## config.mk

```make
export PLATFORM = sky130hd
export DESIGN_NAME = soc_test_monitor
export DESIGN_NICKNAME = d
export VERILOG_FILES = /design/src/rtl/soc_test_pkg.sv /design/src/rtl/soc_test_monitor_pc_stuck.sv /design/src/rtl/soc_test_monitor.sv
export SDC_FILE = /design/constraint.sdc
export NUM_CORES = 1
export LEC_CHECK = 0
export CAP_MARGIN = 5
export CORE_MARGIN = 2
export CORE_UTILIZATION = 35
export CTS_CLUSTER_DIAMETER = 150
export DETAILED_ROUTE_END_ITERATION = 6
export GPL_ROUTABILITY_DRIVEN = 1
export GPL_TIMING_DRIVEN = 1
export HOLD_SLACK_MARGIN = 0.08
export SLEW_MARGIN = 20
export SYNTH_ARGS = -nofsm -noshare
export SYNTH_HDL_FRONTEND = slang
export SYNTH_SLANG_ARGS = --single-unit
```

## constraint.sdc

```tcl
create_clock -name clk -period 4.8 [get_ports clk]
set_input_delay 0.72 -clock clk [delete_from_list [all_inputs] [get_ports clk]]
set_output_delay 0.72 -clock clk [all_outputs]
set_load 0.05 [all_outputs]
```

## src/rtl/soc_test_pkg.sv

```systemverilog
// Shared definitions for the SoC end-of-test monitor.
//   state_e           : monitor state, also driven out directly as status_o
//   DEF_TOHOST_ADDR   : default address whose store ends the test
//   DEF_VERIFY_ADDR   : default address whose store value is the test result
//   PASS_TOKEN        : tohost value that means "test passed"
package soc_test_pkg;

  typedef enum logic [2:0] {
    ST_IDLE    = 3'd0,
    ST_RUN     = 3'd1,
    ST_PASS    = 3'd2,
    ST_FAIL    = 3'd3,
    ST_TIMEOUT = 3'd4,
    ST_HANG    = 3'd5
  } state_e;

  localparam logic [31:0] DEF_TOHOST_ADDR = 32'h0000_0100;
  localparam logic [31:0] DEF_VERIFY_ADDR = 32'h0000_0104;
  localparam int unsigned PASS_TOKEN      = 1;

  function automatic logic is_terminal(input state_e st);
    return (st == ST_PASS) || (st == ST_FAIL) ||
           (st == ST_TIMEOUT) || (st == ST_HANG);
  endfunction

endpackage

```

## src/rtl/soc_test_monitor_pc_stuck.sv

```systemverilog
// Stuck-PC detector: counts consecutive fetches of the same address.
// Ports:
//   clk, rst : clock, asynchronous active-high reset
//   en       : detector active (monitor in RUN); when low everything holds
//   ce       : fetch enable; cycles without a fetch neither count nor clear
//   addr     : fetch address
//   stuck    : combinational pulse on the fetch whose count reaches
//              STUCK_CYCLES-1, so the caller registers HANG on that edge
module pc_stuck_detector #(
  parameter int ADDR_W       = 32,
  parameter int STUCK_CYCLES = 16
) (
  input  logic              clk,
  input  logic              rst,
  input  logic              en,
  input  logic              ce,
  input  logic [ADDR_W-1:0] addr,
  output logic              stuck
);

  localparam int CW = $clog2(STUCK_CYCLES) + 1;
  localparam logic [CW-1:0] CNT_LAST = CW'(STUCK_CYCLES - 1);

  logic [ADDR_W-1:0] last_pc_q, last_pc_d;
  logic [CW-1:0]     cnt_q, cnt_d;

  always_comb begin
    last_pc_d = last_pc_q;
    cnt_d     = cnt_q;
    stuck     = 1'b0;
    if (en && ce) begin
      last_pc_d = addr;
      if (addr == last_pc_q) begin
        // Saturate so a held PC never wraps back to zero.
        if (cnt_q != CNT_LAST) begin
          cnt_d = cnt_q + CW'(1);
        end
      end else begin
        cnt_d = '0;
      end
      stuck = (cnt_d == CNT_LAST);
    end
  end

  always_ff @(posedge clk or posedge rst) begin
    if (rst) begin
      last_pc_q <= '0;
      cnt_q     <= '0;
    end else begin
      last_pc_q <= last_pc_d;
      cnt_q     <= cnt_d;
    end
  end

endmodule

```

## src/rtl/soc_test_monitor.sv

```systemverilog
// End-of-test monitor for the riscv SoC harness. Snoops the fetch and data
// buses, detects the tohost store, decodes pass/fail, and flags timeout and
// stuck-PC hangs. All outputs come straight from registers.
// Ports:
//   clk, rst            : clock, asynchronous active-high reset
//   inst_ce_i/addr_i    : instruction fetch enable / address
//   data_ce_i/we_i      : data access enable / write enable (store = both)
//   data_addr_i/wdata_i : data address / store data
//   done_o, pass_o      : terminal state reached / terminal state is PASS
//   status_o            : state encoding (see soc_test_pkg::state_e)
//   fail_code_o         : tohost value >> 1, meaningful in FAIL
//   result_o            : last value stored to VERIFY_ADDR
//   cycle_cnt_o         : RUN cycles elapsed (saturating)
//   store_cnt_o         : stores seen in RUN (saturating)
//
// state   | meaning
// IDLE    | waiting for the first fetch
// RUN     | program executing; counters and captures live
// PASS    | tohost == PASS_TOKEN and result check satisfied
// FAIL    | any other tohost value, or result mismatch
// TIMEOUT | RUN lasted TIMEOUT_CYCLES cycles
// HANG    | fetch PC held for STUCK_CYCLES consecutive fetches
module soc_test_monitor
  import soc_test_pkg::*;
#(
  parameter int                ADDR_W         = 32,
  parameter int                DATA_W         = 32,
  parameter logic [ADDR_W-1:0] TOHOST_ADDR    = ADDR_W'(DEF_TOHOST_ADDR),
  parameter logic [ADDR_W-1:0] VERIFY_ADDR    = ADDR_W'(DEF_VERIFY_ADDR),
  parameter bit                CHECK_RESULT   = 1'b1,
  parameter logic [DATA_W-1:0] EXPECTED       = DATA_W'(55),
  parameter int                TIMEOUT_CYCLES = 1000,
  parameter int                STUCK_CYCLES   = 16,
  parameter int                CNT_W          = 32
) (
  input  logic              clk,
  input  logic              rst,
  input  logic              inst_ce_i,
  input  logic [ADDR_W-1:0] inst_addr_i,
  input  logic              data_ce_i,
  input  logic              data_we_i,
  input  logic [ADDR_W-1:0] data_addr_i,
  input  logic [DATA_W-1:0] data_wdata_i,
  output logic              done_o,
  output logic              pass_o,
  output logic [2:0]        status_o,
  output logic [DATA_W-1:0] fail_code_o,
  output logic [DATA_W-1:0] result_o,
  output logic [CNT_W-1:0]  cycle_cnt_o,
  output logic [CNT_W-1:0]  store_cnt_o
);

  localparam logic [CNT_W-1:0]  CNT_MAX     = '1;
  localparam logic [CNT_W-1:0]  TIMEOUT_CMP = CNT_W'(TIMEOUT_CYCLES - 1);
  localparam logic [DATA_W-1:0] PASS_VAL    = DATA_W'(PASS_TOKEN);

  state_e            state_q, state_d;
  logic [CNT_W-1:0]  cycle_cnt_q, cycle_cnt_d;
  logic [CNT_W-1:0]  store_cnt_q, store_cnt_d;
  logic [DATA_W-1:0] result_q, result_d;
  logic [DATA_W-1:0] fail_code_q, fail_code_d;

  logic in_run;
  logic is_store;
  logic tohost_store;
  logic result_ok;
  logic stuck;

  assign in_run       = (state_q == ST_RUN);
  assign is_store     = data_ce_i && data_we_i;
  assign tohost_store = is_store && (data_addr_i == TOHOST_ADDR);
  // Uses the registered result: a verify store on this same edge cannot
  // also be the tohost store, so there is no bypass to worry about.
  assign result_ok    = !CHECK_RESULT || (result_q == EXPECTED);

  pc_stuck_detector #(
    .ADDR_W       (ADDR_W),
    .STUCK_CYCLES (STUCK_CYCLES)
  ) u_stuck (
    .clk   (clk),
    .rst   (rst),
    .en    (in_run),
    .ce    (inst_ce_i),
    .addr  (inst_addr_i),
    .stuck (stuck)
  );

  always_comb begin
    state_d     = state_q;
    cycle_cnt_d = cycle_cnt_q;
    store_cnt_d = store_cnt_q;
    result_d    = result_q;
    fail_code_d = fail_code_q;

    case (state_q)
      ST_IDLE: begin
        if (inst_ce_i) begin
          state_d = ST_RUN;
        end
      end

      ST_RUN: begin
        if (cycle_cnt_q != CNT_MAX) begin
          cycle_cnt_d = cycle_cnt_q + CNT_W'(1);
        end
        if (is_store) begin
          if (store_cnt_q != CNT_MAX) begin
            store_cnt_d = store_cnt_q + CNT_W'(1);
          end
          if (data_addr_i == VERIFY_ADDR) begin
            result_d = data_wdata_i;
          end
        end

        // Exit priority: tohost store, then timeout, then hang.
        if (tohost_store) begin
          if ((data_wdata_i == PASS_VAL) && result_ok) begin
            state_d = ST_PASS;
          end else begin
            state_d     = ST_FAIL;
            fail_code_d = data_wdata_i >> 1;
          end
        end else if (cycle_cnt_q == TIMEOUT_CMP) begin
          state_d = ST_TIMEOUT;
        end else if (stuck) begin
          state_d = ST_HANG;
        end
      end

      default: begin
        // Terminal states hold everything until reset.
      end
    endcase
  end

  always_ff @(posedge clk or posedge rst) begin
    if (rst) begin
      state_q     <= ST_IDLE;
      cycle_cnt_q <= '0;
      store_cnt_q <= '0;
      result_q    <= '0;
      fail_code_q <= '0;
    end else begin
      state_q     <= state_d;
      cycle_cnt_q <= cycle_cnt_d;
      store_cnt_q <= store_cnt_d;
      result_q    <= result_d;
      fail_code_q <= fail_code_d;
    end
  end

  assign done_o      = is_terminal(state_q);
  assign pass_o      = (state_q == ST_PASS);
  assign status_o    = state_q;
  assign fail_code_o = fail_code_q;
  assign result_o    = result_q;
  assign cycle_cnt_o = cycle_cnt_q;
  assign store_cnt_o = store_cnt_q;

endmodule

```

After elaboration in Yosys (flattened, before gate mapping)

Cells that the tools add are included.

Memories: 0
ROM bits: 0
RAM bits: 0
Bits in registers: 167
Latch bits: 0

Multiply operators: 0
Divide/modulo/power cells: 0
Eq/ne operators: 17
Order comparisons: 0
Shifts and indexed selects: 0
Muxes and demuxes: 10
Bitwise operators: 1
Add/sub/neg operators: 3
Reductions and logical operators: 14

Operator list:

| kind                    | count |
|---|---|
| $add A32 B1 Y32 const B | 2 |
| $eq A32 B9 Y1 const B   | 2 |
| $ne A32 B32 Y1 const B  | 2 |
| $eq A32 B1 Y1 const B   | 1 |
| $eq A32 B10 Y1 const B  | 1 |
| $eq A32 B32 Y1          | 1 |
| $eq A32 B6 Y1 const B   | 1 |
| $mux W5                 | 3 |
| $mux W3                 | 4 |
| $reduce_and A3 Y1       | 4 |
| $eq A3 B2 Y1 const B    | 2 |
| $eq A3 B3 Y1 const B    | 2 |
| $pmux W3 S2             | 1 |
| $add A5 B1 Y5 const B   | 1 |
| $eq A5 B4 Y1 const B    | 1 |
| $ne A5 B4 Y1 const B    | 1 |
| $logic_and A1 B1 Y1     | 4 |
| $ne A4 B4 Y1 const B    | 1 |
| $eq A3 B1 Y1 const B    | 1 |
| $logic_not A3 Y1        | 1 |
| $logic_or A1 B1 Y1      | 3 |
| $mux W1                 | 2 |
| $ne A2 B2 Y1 const B    | 1 |
| $reduce_and A2 Y1       | 1 |
| 2 further kinds         | 2 |

Depth between registers and ports, before layout

Gate-level depths: netlist of run 1.

Depth after elaboration: 10
Mapped depth: 9
Gate-level depth less buffers: 7

By module

Synthesis of run 1 repeated with hierarchy kept, for this count alone.

Cell total of the unflattened synthesis: 628
Area total of the unflattened synthesis: 7,928.9 µm²

By module, submodules not included:

| module            | times used | area each (µm²) | sequential area each (µm²) | cells each |
|---|---|---|---|---|
| soc_test_monitor  | 1          | 6,054.6         | 3,253.1                    | 479 |
| pc_stuck_detector | 1          | 1,874.3         | 925.9                      | 149 |

Worst setup path before layout of run 1

No wires, ideal clock.

Path type: reg-to-output
Start point: reg state_q[1] (netlist: status_o[1])
End point: out pass_o
Path buffers: 0
Setup slack: 2,143 ps
Cell stages (with the launch flop): 3
Data arrival time: 1,937 ps
Data required time: 4,080 ps
Cell sequence: dfrtp_1 -> inv_1 -> nor3_1

Word-level cells in the longest chain between the ends: 1

Ends and longest elaborated chain:

| element                  | line                    | text |
|---|---|---|
| start: declaration       | soc_test_monitor.sv:57  | `state_e state_q, state_d;` |
| start signal: assignment | soc_test_monitor.sv:144 | `state_q <= state_d;` |
| $eq A3 B2 Y1             | soc_test_monitor.sv:153 | `assign pass_o = (state_q == ST_PASS);` |
| end: declaration         | soc_test_monitor.sv:45  | `output logic pass_o,` |

No other way between the ends.

Worst setup path in the final report of run 1

Start point: in inst_addr_i[16]
End point: reg state_q[0] (netlist: status_o[0])

Word-level cells in the longest chain between the ends: 7

Ends and longest elaborated chain:

| element                            | line                            | text |
|---|---|---|
| start: declaration                 | soc_test_monitor.sv:39          | `input logic [ADDR_W-1:0] inst_addr_i,` |
| $eq A32 B32 Y1                     | soc_test_monitor_pc_stuck.sv:33 | `if (addr == last_pc_q) begin` |
| $mux W5                            | soc_test_monitor_pc_stuck.sv:33 |  |
| $mux W5                            | soc_test_monitor_pc_stuck.sv:31 | `if (en && ce) begin` |
| $eq A5 B4 Y1                       | soc_test_monitor_pc_stuck.sv:41 | `stuck = (cnt_d == CNT_LAST);` |
| $mux W1                            | soc_test_monitor_pc_stuck.sv:31 |  |
| $ne A4 B4 Y1 (no source line)      | n/a                             |  |
| $reduce_and A3 Y1 (no source line) | n/a                             |  |

No other way between the ends. The select of a mux whose other input is x is not followed.
A chain may end at the register's enable or synchronous reset.

==> results of run 1 <==
## final cells by class
type,count,area share
multi-input combinational,502,0.308
clock buffer,18,0.0401
inverter,16,0.00583
tap,280,0.0320
clock inverter,14,0.0149
timing repair buffer,238,0.217
sequential,167,0.382
## final timing paths
path                                                   startpoint                           end  slack [ns]  cells past startpoint
worst max-delay path                              inst_addr_i[16]       status_o[0]$_DFFE_PP0P_        1.76                      7
worst min-delay path                  store_cnt_o[14]$_DFFE_PP0P_   store_cnt_o[14]$_DFFE_PP0P_        0.49                      1
worst max register to register  u_stuck.last_pc_q[16]$_DFFE_PP0P_       status_o[0]$_DFFE_PP0P_        2.13                      6
worst min register to register        store_cnt_o[14]$_DFFE_PP0P_   store_cnt_o[14]$_DFFE_PP0P_        0.49                      1
max in group asynchronous                                     rst  u_stuck.cnt_q[4]$_DFFE_PP0P_        3.17                      3
min in group asynchronous                                     rst   store_cnt_o[30]$_DFFE_PP0P_        0.91                      3
## cells in the mapped netlist, drive strengths merged (2+ instances only)
cell type,instances,area [um2]
mux2,67,754
inv,16,60.1
buf,8,52.6
nor4bb,2,20.0
nand4,32,215
and3,6,37.5
or4,3,22.5
nor3,20,105
and2,3,21.3
a31o,2,17.5
nor4,35,219
or3,5,31.3
xnor2,61,534
nand2,132,495
ha,4,50.1
nand3,25,125
nor4b,3,26.3
nor2,36,135
a21oi,4,20.0
xor2,31,272
dfrtp,167,4180
o21ai,5,36.3
and4,5,48.8
clkbuf,10,38.8
## power by group
part            switching (mW)  internal [mW]  total (mW)
sequential     0.0000000000127           1.41        1.41
combinational           0.0659         0.0862       0.152
clock                    0.615          0.798        1.41
total                    0.681           2.29        2.97
## logic make-up after synthesis
logic type                 share of synthesized area
muxes                                         0.0993
xor gates and xnor gates                       0.105
adders and majority gates                    0.00650
AOI/OAI and AO/OA                             0.0236
and+or+nand+nor                                0.203
other                                       0.000487
DFF                                            0.543
buffers and inverters                         0.0197
## through the flow
stage	hold slack, ns	power, mW
floorplan	0.467	1.47
global placement	0.478	1.59
detailed placement	0.484	1.59
CTS	0.494	3.02
global route	0.514	3.09
finish	0.493	2.97
## routing by layer
layer  GRT usage  up-vias
met5           0        -
met4      0.0418        4
met3      0.0748       18
met2       0.293      145
met1       0.233     2938
li1            -     2935
## state kept, by name (all words and copies together) (netlist names)
signal	flops
cycle_cnt_o	32
result_o	32
store_cnt_o	32
u_stuck.last_pc_q	32
fail_code_o	31
u_stuck.cnt_q	5
status_o	3
## worst max-delay path, stage by stage
cell	delay, ns
clkdlybuf4s50_1	0.50
xnor2_1	0.13
nand4_1	0.13
nor4_1	0.78
nand2_1	0.19
o41ai_2	0.51
mux2_2	0.38
==> metrics list, run 1 <==
* Row cnt: 54
- Primary FF master, synth: dfrtp_1
- The clock arrives with 0.0153 ns of skew.
* Netlist cell types: 54
- Post-synth ARST share: 1.00
* Largest fanout of any net on the critical path: 5
- The number of hold-slack violations in the final timing report came to 0.
- Timing would allow up to 0.329 GHz.
* Total I/O pin count: 234
- Starting density of the core: 0.355
- Total wire length after detailed routing: 20800 um
* Clock root buffer: clkbuf_16
* Seq/Total Area, Yosys: 0.543
- Count of clock tree sinks: 167
* FILL cells: 1973
* WL met2: 9860 um
* Number of nets in the synthesized netlist: 808
- The run finished with clean final reports.
- Yosys mapped a number of flops with a built-in enable equal to 0.
* DRC Markers: 0
* Setup tns final: 0 ns
* RSZ-0062 raised after global routing: no
* Detailed-placement wirelength estimate: 15200 um
* Kind of end point of the critical path: flop
* Synthesized area: 7700 um2
- First-pass detailed-route iteration total: 4
* Power density over the cells: 271 nW/um2
- Post-CTS Hold Fix Bufs: 0
* Global-route wire length before repair: 34200 um
- Headroom to the max-slew limit: 0.379
* Area growth from synthesis to final layout: 42.2%
* Standard cell core area: 21700 um2
- Count of state elements after synthesis: 167
- The routed layout has 6040 vias.
* Design area: 10900 um2
- Data arrives at the worst endpoint at 3.35 ns.
* Remaining antenna violation count: 0
- Highest-count cells in the layout ignoring fill and taps: clkdlybuf4s50_1 (232), dfrtp_1 (167), nand2_1 (132)
- Average detailed-routed wire length per instance: 16.8 um
- In the detailed route, the total length drawn on met3 is 1660 um.
* Number of max-slew violations in the final report: 0
- After clock tree synthesis, the clock-pin slew on the worst setup and hold paths is 0.06 ns.
- Count of nets after finishing: 1047
* Leak pwr: 4.88 nW
- Vias in the first global route: 6284
* Count of input and output buffers: 232
- Worst setup margin: 1.76 ns
- For this block, wires on met1 add up to 8990 um.
* Count of yosys warnings during synthesis: 0
- Area of the multi-input gates: 3370 um2
- In this run the cell area measured after placement is 10300 um2.
- Overall global routing resource usage: 0.183
- Cells after DPL: 1203
- Total inserted antenna cells: 0
- The average instance in the mapped netlist occupies 11.0 um2.
- Largest buffer count on any clock path: 2
* Slew at the pin closest to its max-slew limit: 0.931 ns
- Number of violations of the max-capacitance limit: 0
- Placer congestion estimate: 0.784
- Gates resized during post-CTS repair numbered 0.
- After detailed routing, the number of vias per cell comes to 4.89.
- Data on the critical path is required at its endpoint by 5.10 ns.
* Die height: 152 um
- In the finished design, the share of the clock period the worst path needs comes to 0.634.
- The cell count after synthesis came out at 703.
* Most common cell after layout, fill and taps aside: clkdlybuf4s50_1
* Skew-Pair Late Insertion Delay: 0.43 ns
* Count of endpoints failing setup in the final report: 0
- Htree depth: 4
- Type of the worst min-delay path: reg2reg
- STA classifies the critical path startpoint as an input port.
* Layout Utilization: 0.505
* Initial antenna violation count: 3
* Min cycle time layout: 3.04 ns
- The total overflow left after global routing is 0.
- Prior to clock tree synthesis, the placed netlist has a worst setup slack of 1.33 ns.
- Iter 0 DRT Violations: 264
- Sequential cell area in the final layout: 4180 um2
* Num CTS Buffers: 17
- The critical path in this run is classified as in2reg.
- Die boundary width: 152 um
- For this run, the number of standard cells in the final layout without fillers is 1235.
* CTS tree: done
- Die area: 23200 um2
* Uppermost signal routing layer after detailed routing: met5
- Entering global routing, the biggest net connects 168 pins.
- Number of post-CTS setup repair buffers: 0
- Of the cells placed in the final design, the portion with a size suffix greater than 1 is 0.125.
- Largest voltage drop on the vdd net: 0.199 mV
No activity file was read; power rests on OpenSTA's default activity.
==> inputs of run 2 (changes only) <==
- clock period: 4.8 -> 2.8 ns (I/O delays scaled with it)
==> run 2 against run 1 <==
Via count grew 1.1%. Count of clock-buffer cells in the layout decreased by 1. Critical endpoint is now store_cnt_o[29]$_DFFE_PP0P_. Cell count increased by 1.5%. Clock power increased by 63%. Setup slack got worse by 1.5 ns.
==> metrics list, run 2 (synthesis gave the netlist of run 1 again) <==
- The flow ran to the end, and the final reports show no timing, DRC or antenna violations.
* Remaining antenna violation count: 0
- Logic pwr share: 0.054
* Type of the worst min-delay path: in2async
- Cells after DPL: 1220
* Largest voltage drop on the vdd net: 0.363 mV
- On the critical path, the stage with the largest delay is an instance of or4_1.
- For this run, the slowest stage of the critical path takes 0.71 ns.
* Leak pwr: 4.96 nW
- CTS built an H-tree with a depth of 4.
* Post-route clock period utilization: 0.912
- The via count of the first global-routing pass came to 6284.
- Summed over all nets, the half-perimeter wirelength after detailed placement is 16000 um.
- Count of nets after finishing: 1064
* Worst-case setup slack after placement: -0.131 ns
- The first TritonRoute pass finished after 5 iterations.
- Across the run, the number of max-cap violations was 0.
- Clock-pin slew was measured on the worst setup and hold paths at 0.07 ns.
- The share of total power dissipated in sequential elements is 0.484.
- RSZ-0062 raised after global routing: no
- Design area: 11100 um2
- The number of hold buffers added after CTS was 0.
- Headroom to the max-slew limit: 0.602
* Worst setup margin: 0.245 ns
- Dividing total power by cell area gives a power density of 449 nW/um2.
- Routed vias: 6105
- In the layout the commonest cells are clkdlybuf4s50_1 (232), dfrtp_1 (167), nand2_1 (132).
* Die boundary width: 152 um
- Number of max-slew violations in the final report: 0
- Startpoint-to-endpoint class of the critical path: reg2reg
- The initial utilization of the core area, before any placement, comes to 0.355.
- Total I/O pin count: 234
* Average detailed-routed wire length per instance: 17.0 um
- The die covers 23200 um2.
- The initial antenna violation count is 4.
- Leaving out fill and tap cells, the most frequent cell in the layout is clkdlybuf4s50_1.
* Total gr overflow: 0
- Kind of end point of the critical path: flop
- Standard cell core area: 21700 um2
- In this run the core area contains 54 standard-cell rows.
* Iter 0 DRT Violations: 244
- Overall global routing resource usage: 0.186
* Die height: 152 um
- The finished layout holds 1254 standard cells, fillers aside.
* Internal power component: 3.81 mW
* Clock share of power: 0.462
* Skew-Pair Late Insertion Delay: 0.43 ns
* Num CTS Buffers: 17
- Entering global routing, the biggest net connects 48 pins.
- Largest buffer count on any clock path: 2
* Area growth from synthesis to final layout: 44.0%
- The worst setup path is launched from a flop.
- Slew at the pin closest to its max-slew limit: 0.596 ns
- Hold Worst Slack: 0.408 ns
* Count of clock tree sinks: 167
- The analysis attributes to net switching a power of 1.17 mW.
- In the final layout, the share of cells above drive strength 1 is 0.140.
- TritonCTS built the clock tree.
- Largest fanout of any net on the critical path: 10
- Count of endpoints failing setup in the final report: 0
- # resized after CTS: 0
* Sw Share: 0.234
* Ordered cell list for the critical path: ha_1, inv_1, or3_1, or4_1, or4b_1, nor3_1, xor2_1
* Crit path DAT: 2.86 ns
- Setup Skew: 0.0128 ns
- The root buffer cell chosen for the clock tree is clkbuf_16.
- In the routed design, unresolved DRC markers number 0.
- Fmax: 0.391 GHz
- Global-route wire length before repair: 34500 um
- Number of post-CTS setup repair buffers: 0
- The number of hold-slack violations in the final timing report is 0.
- The routed design has 21300 um of wire.
- Count of input and output buffers: 232
- The congestion estimate from routability-driven global placement came to 0.766.
- Using the TritonRoute via totals, the vias-per-cell ratio works out to 4.87.
* Required time worst endpoint: 3.11 ns
- Placed Instance Area: 10500 um2
- Min cycle time layout: 2.55 ns
-- run 2: cell count changes in the layout (fill, tap and decap cells not counted), sizes merged --
cell      previous run  this run
clkinv               3         4
bufinv               2         1
diode                0         2
clkinvlp             3         4
buf                  6        23
clkbuf              18        17
-- run 2: cell type report --
cell class | instances | area (um2)
sequential | 167 | 4180
clock inverter | 15 | 143
antenna | 2 | 5.00
multi-input combinational | 502 | 3370
inverter | 16 | 63.8
timing repair buffer | 255 | 2540
fill | 2003 | 10600
clock buffer | 17 | 425
tap | 280 | 350
-- run 2: layer usage --
metal  GRT usage  share of wire
met1       0.230           0.43
met2       0.307           0.48
met3      0.0785          0.074
met4      0.0405          0.010
met5           0         0.0011
-- run 2: worst paths after layout --
| check | end | start | cells after the start | slack, ns |
|---|---|---|---|---|
| hold / removal | result_o[1]$_DFFE_PP0P_ | rst | 2 | 0.41 |
| max in group asynchronous | u_stuck.last_pc_q[6]$_DFFE_PP0P_ | rst | 3 | 1.66 |
| setup reg to reg | store_cnt_o[29]$_DFFE_PP0P_ | store_cnt_o[0]$_DFFE_PP0P_ | 7 | 0.25 |
| hold reg to reg | store_cnt_o[5]$_DFFE_PP0P_ | store_cnt_o[5]$_DFFE_PP0P_ | 1 | 0.49 |
| setup / recovery | store_cnt_o[29]$_DFFE_PP0P_ | store_cnt_o[0]$_DFFE_PP0P_ | 7 | 0.25 |
| min in group clk | store_cnt_o[5]$_DFFE_PP0P_ | store_cnt_o[5]$_DFFE_PP0P_ | 1 | 0.49 |
-- run 2: metrics by stage --
stage / utilization / total power [mW] / setup TNS, ns
final: 0.511 / 4.98 / 0
after detailed placement: 0.485 / 2.73 / -3.62
after CTS: 0.511 / 5.05 / 0
after global routing: 0.511 / 5.16 / 0
after global placement: 0.485 / 2.73 / -2.21
after floorplan: - / 2.53 / 0
-- run 2: power groups by stage --
stage | clock, mW | combinational (mW) | sequential (mW)
final | 2.30 | 0.270 | 2.41
after global routing | 2.45 | 0.294 | 2.41
after CTS | 2.37 | 0.276 | 2.41
after detailed placement | 0 | 0.275 | 2.46
after global placement | 0 | 0.276 | 2.46
after floorplan | 0 | 0.0699 | 2.46
-- run 2: worst max-delay path, delay by kind of cell, from the launching register on --
| kind | cells | cell delay (ns) |
|---|---|---|
| and+or+nand+nor | 4 | 1.57 |
| DFF | 1 | 0.44 |
| adders and majority gates | 1 | 0.22 |
| xor gates and xnor gates | 1 | 0.15 |
| buffers and inverters | 1 | 0.06 |
==> RTL edit, RTL diff (config.mk and constraints of run 2) <==
Set the parameter `CHECK_RESULT` to 1'b0 (it was 1'b1).
--- a/src/rtl/soc_test_monitor.sv
+++ b/src/rtl/soc_test_monitor.sv
@@ -27,7 +27,7 @@
   parameter int                DATA_W         = 32,
   parameter logic [ADDR_W-1:0] TOHOST_ADDR    = ADDR_W'(DEF_TOHOST_ADDR),
   parameter logic [ADDR_W-1:0] VERIFY_ADDR    = ADDR_W'(DEF_VERIFY_ADDR),
-  parameter bit                CHECK_RESULT   = 1'b1,
+  parameter bit                CHECK_RESULT   = 1'b0,
   parameter logic [DATA_W-1:0] EXPECTED       = DATA_W'(55),
   parameter int                TIMEOUT_CYCLES = 1000,
   parameter int                STUCK_CYCLES   = 16,
Behaviour: not the same (Yosys sat finds a counterexample within 4 cycles, from zero or initial values and one cycle with rst high).
==> RTL edit against run 2 <==
Synthesized area down 0.16%. Setup slack better by 34 ps. Wire length down 6.4%. Utilization down 0.18 points. Design area down 0.36%. Highest routed layer is now met4. Sequential cell count unchanged.
Power is not compared: it rests on default switching activity, and its combinational part moved more than twofold at a synthesized area within 25%.
==> RTL edit: results (changes against run 2) <==
* Maximum net fanout on the critical path at 8 (was 10)
* Weighted congestion at the end of routability-driven global placement at 0.787 (was 0.766)
* Post-Place Setup Slack at 14.3 ps (was -131 ps)
* Proportion of synthesized chip area in sequential cells at 54.4% (was 54.3%)
* Kind of cell adding the most delay to the critical path: buffers and inverters (was simple AND/OR/NAND/NOR gates)
* Final HPWL DP at 14200 um (was 16000 um)
* GRT Overall Usage at 17.6% (was 18.6%)
* Via count at 6058 (was 6105)
* Unique cell type count in the Yosys netlist at 49 (was 54)
* Transition at the pin with the smallest max-transition slack at 654 ps (was 596 ps)
* Starting DRT DRC Count at 281 (was 244)
* Critical path's slowest cell: sky130_fd_sc_hd__clkdlybuf4s50_1 (was sky130_fd_sc_hd__or4_1)
* Ratio of cells with drive above 1 in the final layout at 13.1% (was 14.0%)
* Largest stage delay, worst path at 830 ps (was 710 ps)
* Result of the run: complete, no violations (unchanged)
* Synthesized netlist net count at 804 (was 808)
* Origin of the critical flop-to-flop path: cycle_cnt_o[11] (was store_cnt_o[0])
* Largest net degree at the start of global routing at 104 (was 48)
* Met2 routing resource usage after global routing at 27.3% (was 30.7%)
* Setup clock skew after layout at 14.5 ps (was 12.8 ps)
* Wire length of the first global-routing pass at 33000 um (was 34500 um)
* Met3 usage in global routing at 4.75% (was 7.85%)
* NumNets Final at 1053 (was 1064)
* Top cells by count, synth: sky130_fd_sc_hd__dfrtp_1, sky130_fd_sc_hd__nand2_1, sky130_fd_sc_hd__mux2_2 (unchanged)
* Global-route track usage on met1 at 23.9% (was 23.0%)
* Drt total wl at 19900 um (was 21300 um)
* Antenna diodes at 0 (was 2)
## RTL edit: cell count changes in the layout (fill, tap and decap cells not counted), sizes merged, moves of 5 or more
cell / delta
nor3: +5
xnor2: -8
nand2: -6
nor2: -10
xor2: +10
## RTL edit: path summary, 6_finish.rpt
path	to	cells after the start	slack, ps
setup / recovery	done_o	3	280
hold / removal	store_cnt_o[15]	3	470
setup reg to reg	cycle_cnt_o[1]	5	400
hold reg to reg	store_cnt_o[18]	1	490
max in group asynchronous	status_o[2]	3	1800
min in group clk	store_cnt_o[18]	1	490
## RTL edit: cell type report
cell class                 instances  area [sq um]
tap                              280           350
clock inverter                    14           160
clock buffer                      18           439
sequential                       167          4180
fill                            1962         10600
timing repair buffer             253          2530
multi-input combinational        495          3330
inverter                          14          56.3
## RTL edit: cells by family after synthesis
family,count (synthesis),share of synthesized area (%)
compound gates,25,2.43
xor+xnor,94,10.7
fa+ha+maj,4,0.651
buf+inv,37,2.36
flops,167,54.4
mux,66,9.67
other cells,1,0.0488
simple gates,305,19.8
## RTL edit: report_power, final
part | internal (W) | switching [W]
clock network | 0.00136 | 0.00104
registers | 0.00255 | 0.000161
logic | 0.000441 | 0.000628
total | 0.00435 | 0.00182
## RTL edit: metal layers
metal	share of wire [%]	wire [um]	vias up
met1	46	9140	2914
li1	-	-	2956
met4	1.7	330	0
met2	47	9430	169
met5	0	0	-
met3	5.2	1050	19
## RTL edit: stage by stage
step                hold slack (ps)  area [sq um]  std cells  total power (W)  utilization, %
global route                    498         11000       1241          0.00647            50.9
floorplan                       467          7690        699          0.00335               -
finish                          473         11000       1241          0.00617            50.9
detailed placement              481         10400       1209          0.00383            48.2
CTS                             473         11000       1241          0.00626            50.9
global placement                478         10400       1209          0.00382            48.2
